<file path="config.mk">
export PLATFORM = sky130hd
export DESIGN_NAME = dcache_port_arb
export DESIGN_NICKNAME = d
export VERILOG_FILES = /design/src/rtl/dcache_port_arb_pkg.sv /design/src/rtl/sat_counter.sv /design/src/rtl/dcache_port_arb.sv
export SDC_FILE = /design/constraint.sdc
export NUM_CORES = 1
export LEC_CHECK = 0
export ABC_AREA = 1
export CAP_MARGIN = 10
export CELL_PAD_IN_SITES_DETAIL_PLACEMENT = 1
export CELL_PAD_IN_SITES_GLOBAL_PLACEMENT = 2
export CORE_MARGIN = 5
export CORE_UTILIZATION = 24
export DETAILED_ROUTE_END_ITERATION = 8
export PLACE_DENSITY_LB_ADDON = 0.1
export SETUP_SLACK_MARGIN = 0.02
export SYNTH_ARGS = -nofsm -noshare
export SYNTH_HDL_FRONTEND = slang
export SYNTH_SLANG_ARGS = --single-unit
</file>
<file path="constraint.sdc">
create_clock -name clk -period 4.8 [get_ports clk]
set_input_delay 0.96 -clock clk [delete_from_list [all_inputs] [get_ports clk]]
set_output_delay 0.96 -clock clk [all_outputs]
set_load 0.1 [all_outputs]
</file>
<file path="src/rtl/dcache_port_arb_pkg.sv">
// dcache_port_arb_pkg: shared state/request types and defaults for the dcache port arbiter
package dcache_port_arb_pkg;
   typedef enum logic [1:0] {IDLE, ISSUED, MISS_WAIT} arb_state_t;
   typedef enum logic {REQ_LOAD, REQ_STORE} req_type_t;
   localparam int STARVE_MAX_DEF = 4;
endpackage

</file>
<file path="src/rtl/sat_counter.sv">
// sat_counter: saturating up-counter with synchronous clear (clear wins over increment)
module sat_counter #(
   parameter int W   = 3,
   parameter int MAX = 4
) (
   input  logic         clk,
   input  logic         rst_n,
   input  logic         i_inc,
   input  logic         i_clr,
   output logic [W-1:0] o_value
);
   logic [W-1:0] r_value;
   always_ff @(posedge clk)
      if (!rst_n || i_clr) r_value <= '0;
      else if (i_inc && r_value != W'(MAX)) r_value <= r_value + 1'b1;
   assign o_value = r_value;
endmodule

</file>
<file path="src/rtl/dcache_port_arb.sv">
// dcache_port_arb: single-outstanding arbiter between MEM-stage loads and store-buffer commits
module dcache_port_arb
   import dcache_port_arb_pkg::*;
#(
   parameter int VA_WIDTH   = 8,
   parameter int STARVE_MAX = STARVE_MAX_DEF
) (
   input  logic                clk,
   input  logic                rst_n,
   input  logic                i_load_req,
   input  logic [VA_WIDTH-1:0] i_load_addr,
   output logic                o_load_grant,
   output logic                o_load_done,
   output logic                o_load_stall,
   input  logic                i_stb_valid,
   input  logic [VA_WIDTH-1:0] i_stb_addr,
   input  logic [VA_WIDTH-1:0] i_stb_data,
   input  logic                i_stb_full,
   output logic                o_stb_pop,
   input  logic                i_fence,
   output logic                o_fence_done,
   output logic                o_cache_req,
   output logic                o_cache_we,
   output logic [VA_WIDTH-1:0] o_cache_addr,
   output logic [VA_WIDTH-1:0] o_cache_wdata,
   input  logic                i_cache_hit,
   input  logic                i_cache_refill_done
);
   localparam int CW = (STARVE_MAX < 1) ? 1 : $clog2(STARVE_MAX + 1);
   arb_state_t          r_state, w_next;
   req_type_t           r_type;
   logic [VA_WIDTH-1:0] r_addr, r_wdata;
   logic [CW-1:0]       w_starve_cnt;
   logic                w_hit, w_arb, w_st_ok, w_ld_ok, w_force, w_iss_st, w_iss_ld, w_reissue;

   always_ff @(posedge clk)
      if (!rst_n) r_state <= IDLE;
      else r_state <= w_next;

   always_comb
      w_next = o_cache_req ? ISSUED :
               (r_state == ISSUED && !i_cache_hit) ? MISS_WAIT :
               (r_state == MISS_WAIT) ? MISS_WAIT : IDLE;

   // everything is gated by rst_n so a reset cycle never issues, pops or completes
   always_comb begin
      w_hit         = rst_n && r_state == ISSUED && i_cache_hit;
      o_stb_pop     = w_hit && r_type == REQ_STORE;
      o_load_done   = w_hit && r_type == REQ_LOAD;
      w_arb         = rst_n && (r_state == IDLE || w_hit);
      w_st_ok       = i_stb_valid && !o_stb_pop;
      w_ld_ok       = i_load_req && !o_load_done && !i_fence;
      w_force       = i_fence || i_stb_full || w_starve_cnt == CW'(STARVE_MAX);
      w_iss_st      = w_arb && w_st_ok && (w_force || !w_ld_ok);
      w_iss_ld      = w_arb && w_ld_ok && !w_iss_st;
      w_reissue     = rst_n && r_state == MISS_WAIT && i_cache_refill_done;
      o_load_grant  = w_iss_ld;
      o_cache_req   = w_iss_st || w_iss_ld || w_reissue;
      o_cache_we    = w_reissue ? (r_type == REQ_STORE) : w_iss_st;
      o_cache_addr  = w_reissue ? r_addr : w_iss_st ? i_stb_addr : w_iss_ld ? i_load_addr : '0;
      o_cache_wdata = w_reissue ? r_wdata : w_iss_st ? i_stb_data : '0;
      o_load_stall  = i_load_req && !o_load_done;
      o_fence_done  = rst_n && i_fence && r_state == IDLE && !i_stb_valid;
   end

   always_ff @(posedge clk)
      if (!rst_n) begin
         r_type  <= REQ_LOAD;
         r_addr  <= '0;
         r_wdata <= '0;
      end else if (w_iss_st || w_iss_ld) begin
         r_type  <= w_iss_st ? REQ_STORE : REQ_LOAD;
         r_addr  <= o_cache_addr;
         r_wdata <= o_cache_wdata;
      end

   sat_counter #(.W(CW), .MAX(STARVE_MAX)) u_starve (
      .clk     (clk),
      .rst_n   (rst_n),
      .i_inc   (w_iss_ld && i_stb_valid),
      .i_clr   (w_iss_st || !i_stb_valid),
      .o_value (w_starve_cnt)
   );
endmodule

</file>
==> results.py, run 1 <==
metrics = {
    "global_route": {
        "grt_pass1_vias": 1549,
        "grt.overflow.total": 0,
        "track_usage_pct": 12.5,
        "grt_pass1_wl_um": 7450,
        "grt_max_degree": 34,
        "antenna_found_initial": 0,
    },
    "worst_hold_path": {
        "hold_start": "r_wdata[7]$_SDFFE_PN0P_",
        "holdPathEnd": "r_wdata[7]$_SDFFE_PN0P_",
        "hold_path_depth": 2,
        "hp-class": "reg -> reg",
    },
    "worst_setup_path": {
        "rrSetupSlack_ns": 2.73,
        "critical-path-slowest-cell": "clkdlybuf4s50_1",
        "reg2reg_depth": 8,
        "cpPeakStageDelay_ns": 0.40,
        "crit_buf_inv": 5,
        "path_max_fanout": 33,
        "end_kind": "output pin",
        "crit_start": "rst_n",
        "crit_chain": "clkdlybuf4s50_1, buf_4, nand2_1, inv_2, nand3_2, nand2_1, nor2_4, nand2_4, inv_4, nand2_1, nand2_1, buf_12",
        "cp_common_cell": "nand2_1",
        "r2r_start": "u_starve.o_value[0]$_SDFFE_PP0P_",
        "r2r-end": "u_starve.o_value[2]$_SDFFE_PP0P_",
        "worstPathArrival_ns": 3.02,
        "critPathLaunchType": "primary input",
        "critPathRequiredTime_ns": 3.84,
        "critPathKind": "in -> out",
        "path_delay_family": "buffers and inverters",
    },
    "yosys": {
        "syn_inst": 200,
        "syn-cell-area_mm2": 0.00139,
        "ys_warn_count": 0,
        "syn-num-nets": 234,
        "syn_avg_cell_area_um2": 6.94,
        "synth_seq_area_share_pct": 31.7,
        "synth-seq-cells": 22,
        "yosysUniqueCellTypes": 27,
    },
    "cells_and_area": {
        "nNetsFinal": 287,
        "stdcell_area_mm2": 0.00222,
        "final_common_cell": "nand2_1",
        "drive_above_1_share_pct": 21.0,
        "fill_cells": 676,
        "antennaDiodeCount": 0,
        "layout_common_cells": "nand2_1, nand3_1, clkdlybuf4s50_1",
        "areaGrowthSynthToFinish_pct": 60.0,
        "regArea_um2": 440,
        "multi_input_area_um2": 778,
    },
    "route": {
        "drc": 0,
        "drt_pass1_iterations": 4,
        "drt_wl_total_um": 4460,
        "vias_per_cell": 4.51,
        "drt_iter0_drc": 36,
        "vias": 1460,
        "ant_nets": 0,
        "wire_per_inst_um": 13.8,
    },
    "timing": {
        "maxSlewHeadroom_pct": 68.4,
        "grt_setup_unrepaired": "false",
        "slew_violations": 0,
        "fin_hold_ws_ns": 0.489,
        "setup_viol": 0,
        "fin_setup_tns_ns": 0,
        "fin_skew_ns": 0.00230,
        "finalCritPeriodShare_pct": 82.9,
        "worst_slew_pin_slew_ns": 0.469,
        "fmax_ghz": 0.251,
        "finalCriticalPeriod_ns": 3.98,
        "hold_viol_final": 0,
    },
    "floorplanning": {
        "die_h_um": 86.0,
        "die_x_um": 86.0,
        "start_util_pct": 24.9,
        "dieArea_mm2": 0.00740,
        "ios": 55,
        "core-area_mm2": 0.00557,
        "rows": 27,
    },
    "place": {
        "place_hpwl_um": 3430,
        "port_buffers": 54,
        "placed_cell_area_mm2": 0.00215,
        "gp_congestion": 0.781,
    },
    "pwr": {
        "ir_drop_mv": 0.136,
        "p_leak_uw": 0.00101,
        "swShare_pct": 36.6,
        "clockPowerShare_pct": 29.0,
        "p_sw_uw": 225,
        "seqPwrFrac_pct": 32.5,
        "power_density_mw_per_mm2": 277,
        "internal_power_uw": 389,
        "combPwrFrac_pct": 38.5,
    },
    "clock_tree": {
        "clock_sinks": 22,
        "htreeDepth": 1,
        "clkTransAtPathRegs_ns": 0.09,
        "insertion_delay_ns": 0.27,
        "cts_tree": "done",
        "cts_resized": 0,
        "root_buffer": "clkbuf_8",
        "clk_path_buf_depth": 2,
        "cts_setup_buffers": 0,
        "ctsHoldBuffers": 0,
        "cts_made_buffers": 3,
    },
    "outcome": {
        "outcome": "complete, no violations",
    },
    "run": {
        "maxCapViolCount": 0,
    },
}
==> cell families (layout without fill, tap and decap cells) <==
family | after synthesis | count (layout) | share of synthesized area (%)
DFF | 22 | 22 | 31.7
xor gates and xnor gates | 1 | 1 | 0.631
and+or+nand+nor | 126 | 126 | 47.7
AOI/OAI and AO/OA | 15 | 15 | 5.95
buffers and inverters | 34 | 86 | 12.2
adders and majority gates | 2 | 2 | 1.80
==> stage by stage <==
step                worst slack [ns]  total power, µW  cells  utilization, %
floorplan                      0.282              353    200               -
global placement               0.826              443    320            38.5
detailed placement             0.782              443    320            38.5
CTS                            0.768              625    324            39.8
global route                   0.646              647    324            39.8
finish                         0.822              614    324            39.8
==> worst min-delay path, delay by kind of cell, from the launching register on <==
kind | cells | cell delay (ns)
AOI/OAI and AO/OA | 1 | 0.06
and+or+nand+nor | 1 | 0.07
DFF | 1 | 0.32
==> cell type report <==
cell class	instances	share of cell area (%)
Multi-Input combinational cell	144	35.1
Sequential cell	22	19.8
Clock buffer	3	1.86
Tap cell	72	4.06
Timing Repair Buffer	57	33.5
Clock inverter	1	1.35
Inverter	25	4.34
==> worst max path at each step <==
stage / end / slack, ns / cells past startpoint
after floorplan: o_cache_we / 0.28 / 7
after global placement: o_cache_wdata[3] / 0.83 / 9
after detailed placement: o_cache_wdata[1] / 0.78 / 9
after CTS: o_cache_wdata[1] / 0.77 / 9
after global routing: o_cache_wdata[1] / 0.65 / 9
final: o_cache_wdata[3] / 0.82 / 12
==> power groups by stage <==
stage	clock, µW	combinational, µW	sequential [µW]
floorplan	0	150	203
CTS	185	240	200
global placement	0	239	204
global route	196	250	201
finish	178	237	200
detailed placement	0	239	204
==> flip-flops by register name, summed over array words and instances, names as in the netlist <==
| name | count |
|---|---|
| r_wdata | 8 |
| r_type | 1 |
| r_addr | 8 |
| r_state | 2 |
| u_starve.o_value | 3 |
==> layer usage <==
layer / routed length (µm) / track usage (%) / part of all wire (%)
met1: 2170 / 16.1 / 49
met2: 2030 / 20.7 / 46
met3: 224 / 3.17 / 5.0
met4: 38 / 3.02 / 0.85
met5: 0 / 0 / 0
==> synth_stat cells <==
master | n | share of area, %
ha_1 | 2 | 1.8
nand3_4 | 1 | 1.3
o21ai_0 | 1 | 0.36
inv_1 | 19 | 5.1
a21boi_1 | 1 | 0.54
inv_2 | 5 | 1.4
buf_8 | 1 | 1.1
nor2_4 | 2 | 1.6
nand4_1 | 4 | 1.8
nor2_2 | 1 | 0.45
clkbuf_1 | 1 | 0.27
nand2_4 | 1 | 0.81
a21oi_1 | 11 | 4.0
inv_4 | 1 | 0.45
dfxtp_1 | 22 | 32
nor3_1 | 1 | 0.36
a21boi_0 | 1 | 0.54
buf_6 | 1 | 0.81
buf_2 | 1 | 0.36
nand4_4 | 1 | 1.5
buf_4 | 5 | 2.7
nand3_1 | 42 | 15
nor2_1 | 7 | 1.9
o211ai_1 | 1 | 0.54
nand2_1 | 55 | 15
xor2_1 | 1 | 0.63
nand3_2 | 11 | 7.9
Note: power is estimated with default switching activity, not from simulation.
==> run 2: changes to the inputs <==
Settings changed: CORE_UTILIZATION 24 to 20.
Clock period 4.8 ns to 3.2 ns, I/O delays scaled along.
==> run 2 against run 1 <==
Compared with the run above:
- worst hold slack worse by 0.0047 ns
- sequential share of layout area is 0.91 points lower
- non-clock buffer count is 6 higher
- register-to-register slack worse by 1.2 ns
- largest cell class is now buffers
- largest power group unchanged
==> results.py, run 2 (same netlist as run 1, synthesis figures left out) <==
metrics = {
    "outcome": {
        "outcome": "complete, no violations",
    },
    "run": {
        "maxCapViolCount": 0,
    },
    "worst_setup_path": {
        "critPathKind": "in -> out",
        "worstPathArrival_ns": 2.36,
        "critPathLaunchType": "primary input",
        "path_delay_family": "buffers and inverters",
        "cpPeakStageDelay_ns": 0.47,
        "path_max_fanout": 22,
        "cp_common_cell": "nand2_1",
        "crit_buf_inv": 4,
        "end_kind": "output pin",
        "crit_chain": "clkdlybuf4s50_1, nand2_1, inv_2, nand3_2, nand2_1, nor2_4, nand2_8, inv_4, nand2_1, nand2_1, buf_12",
        "critPathRequiredTime_ns": 2.56,
        "critical-path-slowest-cell": "clkdlybuf4s50_1",
    },
    "clock_tree": {
        "cts_made_buffers": 3,
        "insertion_delay_ns": 0.26,
        "clk_path_buf_depth": 2,
        "clkTransAtPathRegs_ns": 0.08,
        "clock_sinks": 22,
        "root_buffer": "clkbuf_8",
        "ctsHoldBuffers": 0,
        "htreeDepth": 1,
        "cts_tree": "done",
    },
    "timing": {
        "fmax_ghz": 0.333,
        "slew_violations": 0,
        "hold_viol_final": 0,
        "worst_slew_pin_slew_ns": 0.452,
        "grt_setup_unrepaired": "false",
        "fin_hold_ws_ns": 0.484,
        "finalCriticalPeriod_ns": 3.00,
        "finalCritPeriodShare_pct": 93.8,
        "maxSlewHeadroom_pct": 69.6,
        "setup_viol": 0,
        "fin_skew_ns": 0.00930,
    },
    "place": {
        "gp_congestion": 0.740,
        "port_buffers": 54,
        "place_hpwl_um": 3520,
    },
    "route": {
        "wire_per_inst_um": 13.5,
        "vias": 1475,
        "vias_per_cell": 4.36,
        "drt_wl_total_um": 4580,
        "ant_nets": 0,
        "drt_pass1_iterations": 4,
        "drt_iter0_drc": 30,
        "drc": 0,
    },
    "floorplanning": {
        "rows": 30,
        "core-area_mm2": 0.00676,
        "die_h_um": 93.3,
        "die_x_um": 93.3,
        "ios": 55,
        "start_util_pct": 20.5,
        "dieArea_mm2": 0.00870,
    },
    "cells_and_area": {
        "final_common_cell": "nand2_1",
        "antennaDiodeCount": 0,
        "nNetsFinal": 293,
        "drive_above_1_share_pct": 23.6,
        "areaGrowthSynthToFinish_pct": 67.6,
        "final_util_pct": 34.4,
        "layout_common_cells": "nand2_1, nand3_1, clkdlybuf4s50_1",
    },
    "pwr": {
        "p_leak_uw": 0.00105,
        "ir_drop_mv": 0.142,
        "power_density_mw_per_mm2": 376,
    },
    "global_route": {
        "grt_pass1_wl_um": 7730,
        "grt.overflow.total": 0,
        "grt_max_degree": 23,
        "track_usage_pct": 11.1,
        "antenna_found_initial": 0,
        "grt_pass1_vias": 1522,
    },
    "worst_hold_path": {
        "hp-class": "reg -> reg",
    },
}
run 2: changes by cell type in the layout (fill, tap and decap cells not counted), sizes merged:
cell | previous run | this run
bufinv | 1 | 0
clkinv | 0 | 1
clkbuf | 3 | 4
buf | 26 | 32
inv | 25 | 24
run 2: per-stage QoR:
stage                     TNS [ns]  cell area, µm²  setup slack [ns]  total power (µW)  instances
after floorplan                  0            1400            0.0783               530        200
after global placement    -0.00987            2250          -0.00987               680        333
after detailed placement    -0.336            2250           -0.0780               679        333
after CTS                        0            2320             0.146               895        338
after global routing             0            2330            0.0514               926        338
final                            0            2330             0.197               875        338
run 2: where the power goes:
| group | internal, µW | switching (µW) | leakage, µW |
|---|---|---|---|
| clock network | 110 | 93.7 | 0.0000288 |
| registers | 290 | 9.98 | 0.000179 |
| logic | 140 | 232 | 0.000839 |
| total | 539 | 336 | 0.00105 |
run 2: area by class of cell:
class	instances	area (µm²)
clock buffer	4	55.1
fill	797	4430
inverter	25	97.6
multi-input combinational	144	795
sequential	22	440
tap	80	100
timing repair buffer	63	838
run 2: worst paths after layout:
check | startpoint | to | slack (ns) | cells past startpoint
max | rst_n | o_cache_wdata[1] | 0.20 | 11
min | r_wdata[0]$_SDFFE_PN0P_ | r_wdata[0]$_SDFFE_PN0P_ | 0.48 | 2
max reg2reg | u_starve.o_value[0]$_SDFFE_PP0P_ | u_starve.o_value[2]$_SDFFE_PP0P_ | 1.49 | 8
min reg2reg | r_wdata[0]$_SDFFE_PN0P_ | r_wdata[0]$_SDFFE_PN0P_ | 0.48 | 2
run 2: metal layers:
layer,vias up,share of wire (%),track usage [%]
met1,676,48,14.3
met3,2,4.0,2.17
met4,0,0.57,2.56
li1,770,-,-
met5,-,0,0
met2,27,48,18.9
run 2: worst min-delay path, stage by stage, from the launching register on:
cell	delay, ns
dfxtp_1	0.32
nand3_1	0.07
a21oi_1	0.05
run 2: timing repair:
action	CTS	global route
pin swaps	1	0
buffers inserted	1	0
gates resized for setup	1	1
endpoints found under the setup margin	8	1
hold endpoints to repair	0	0
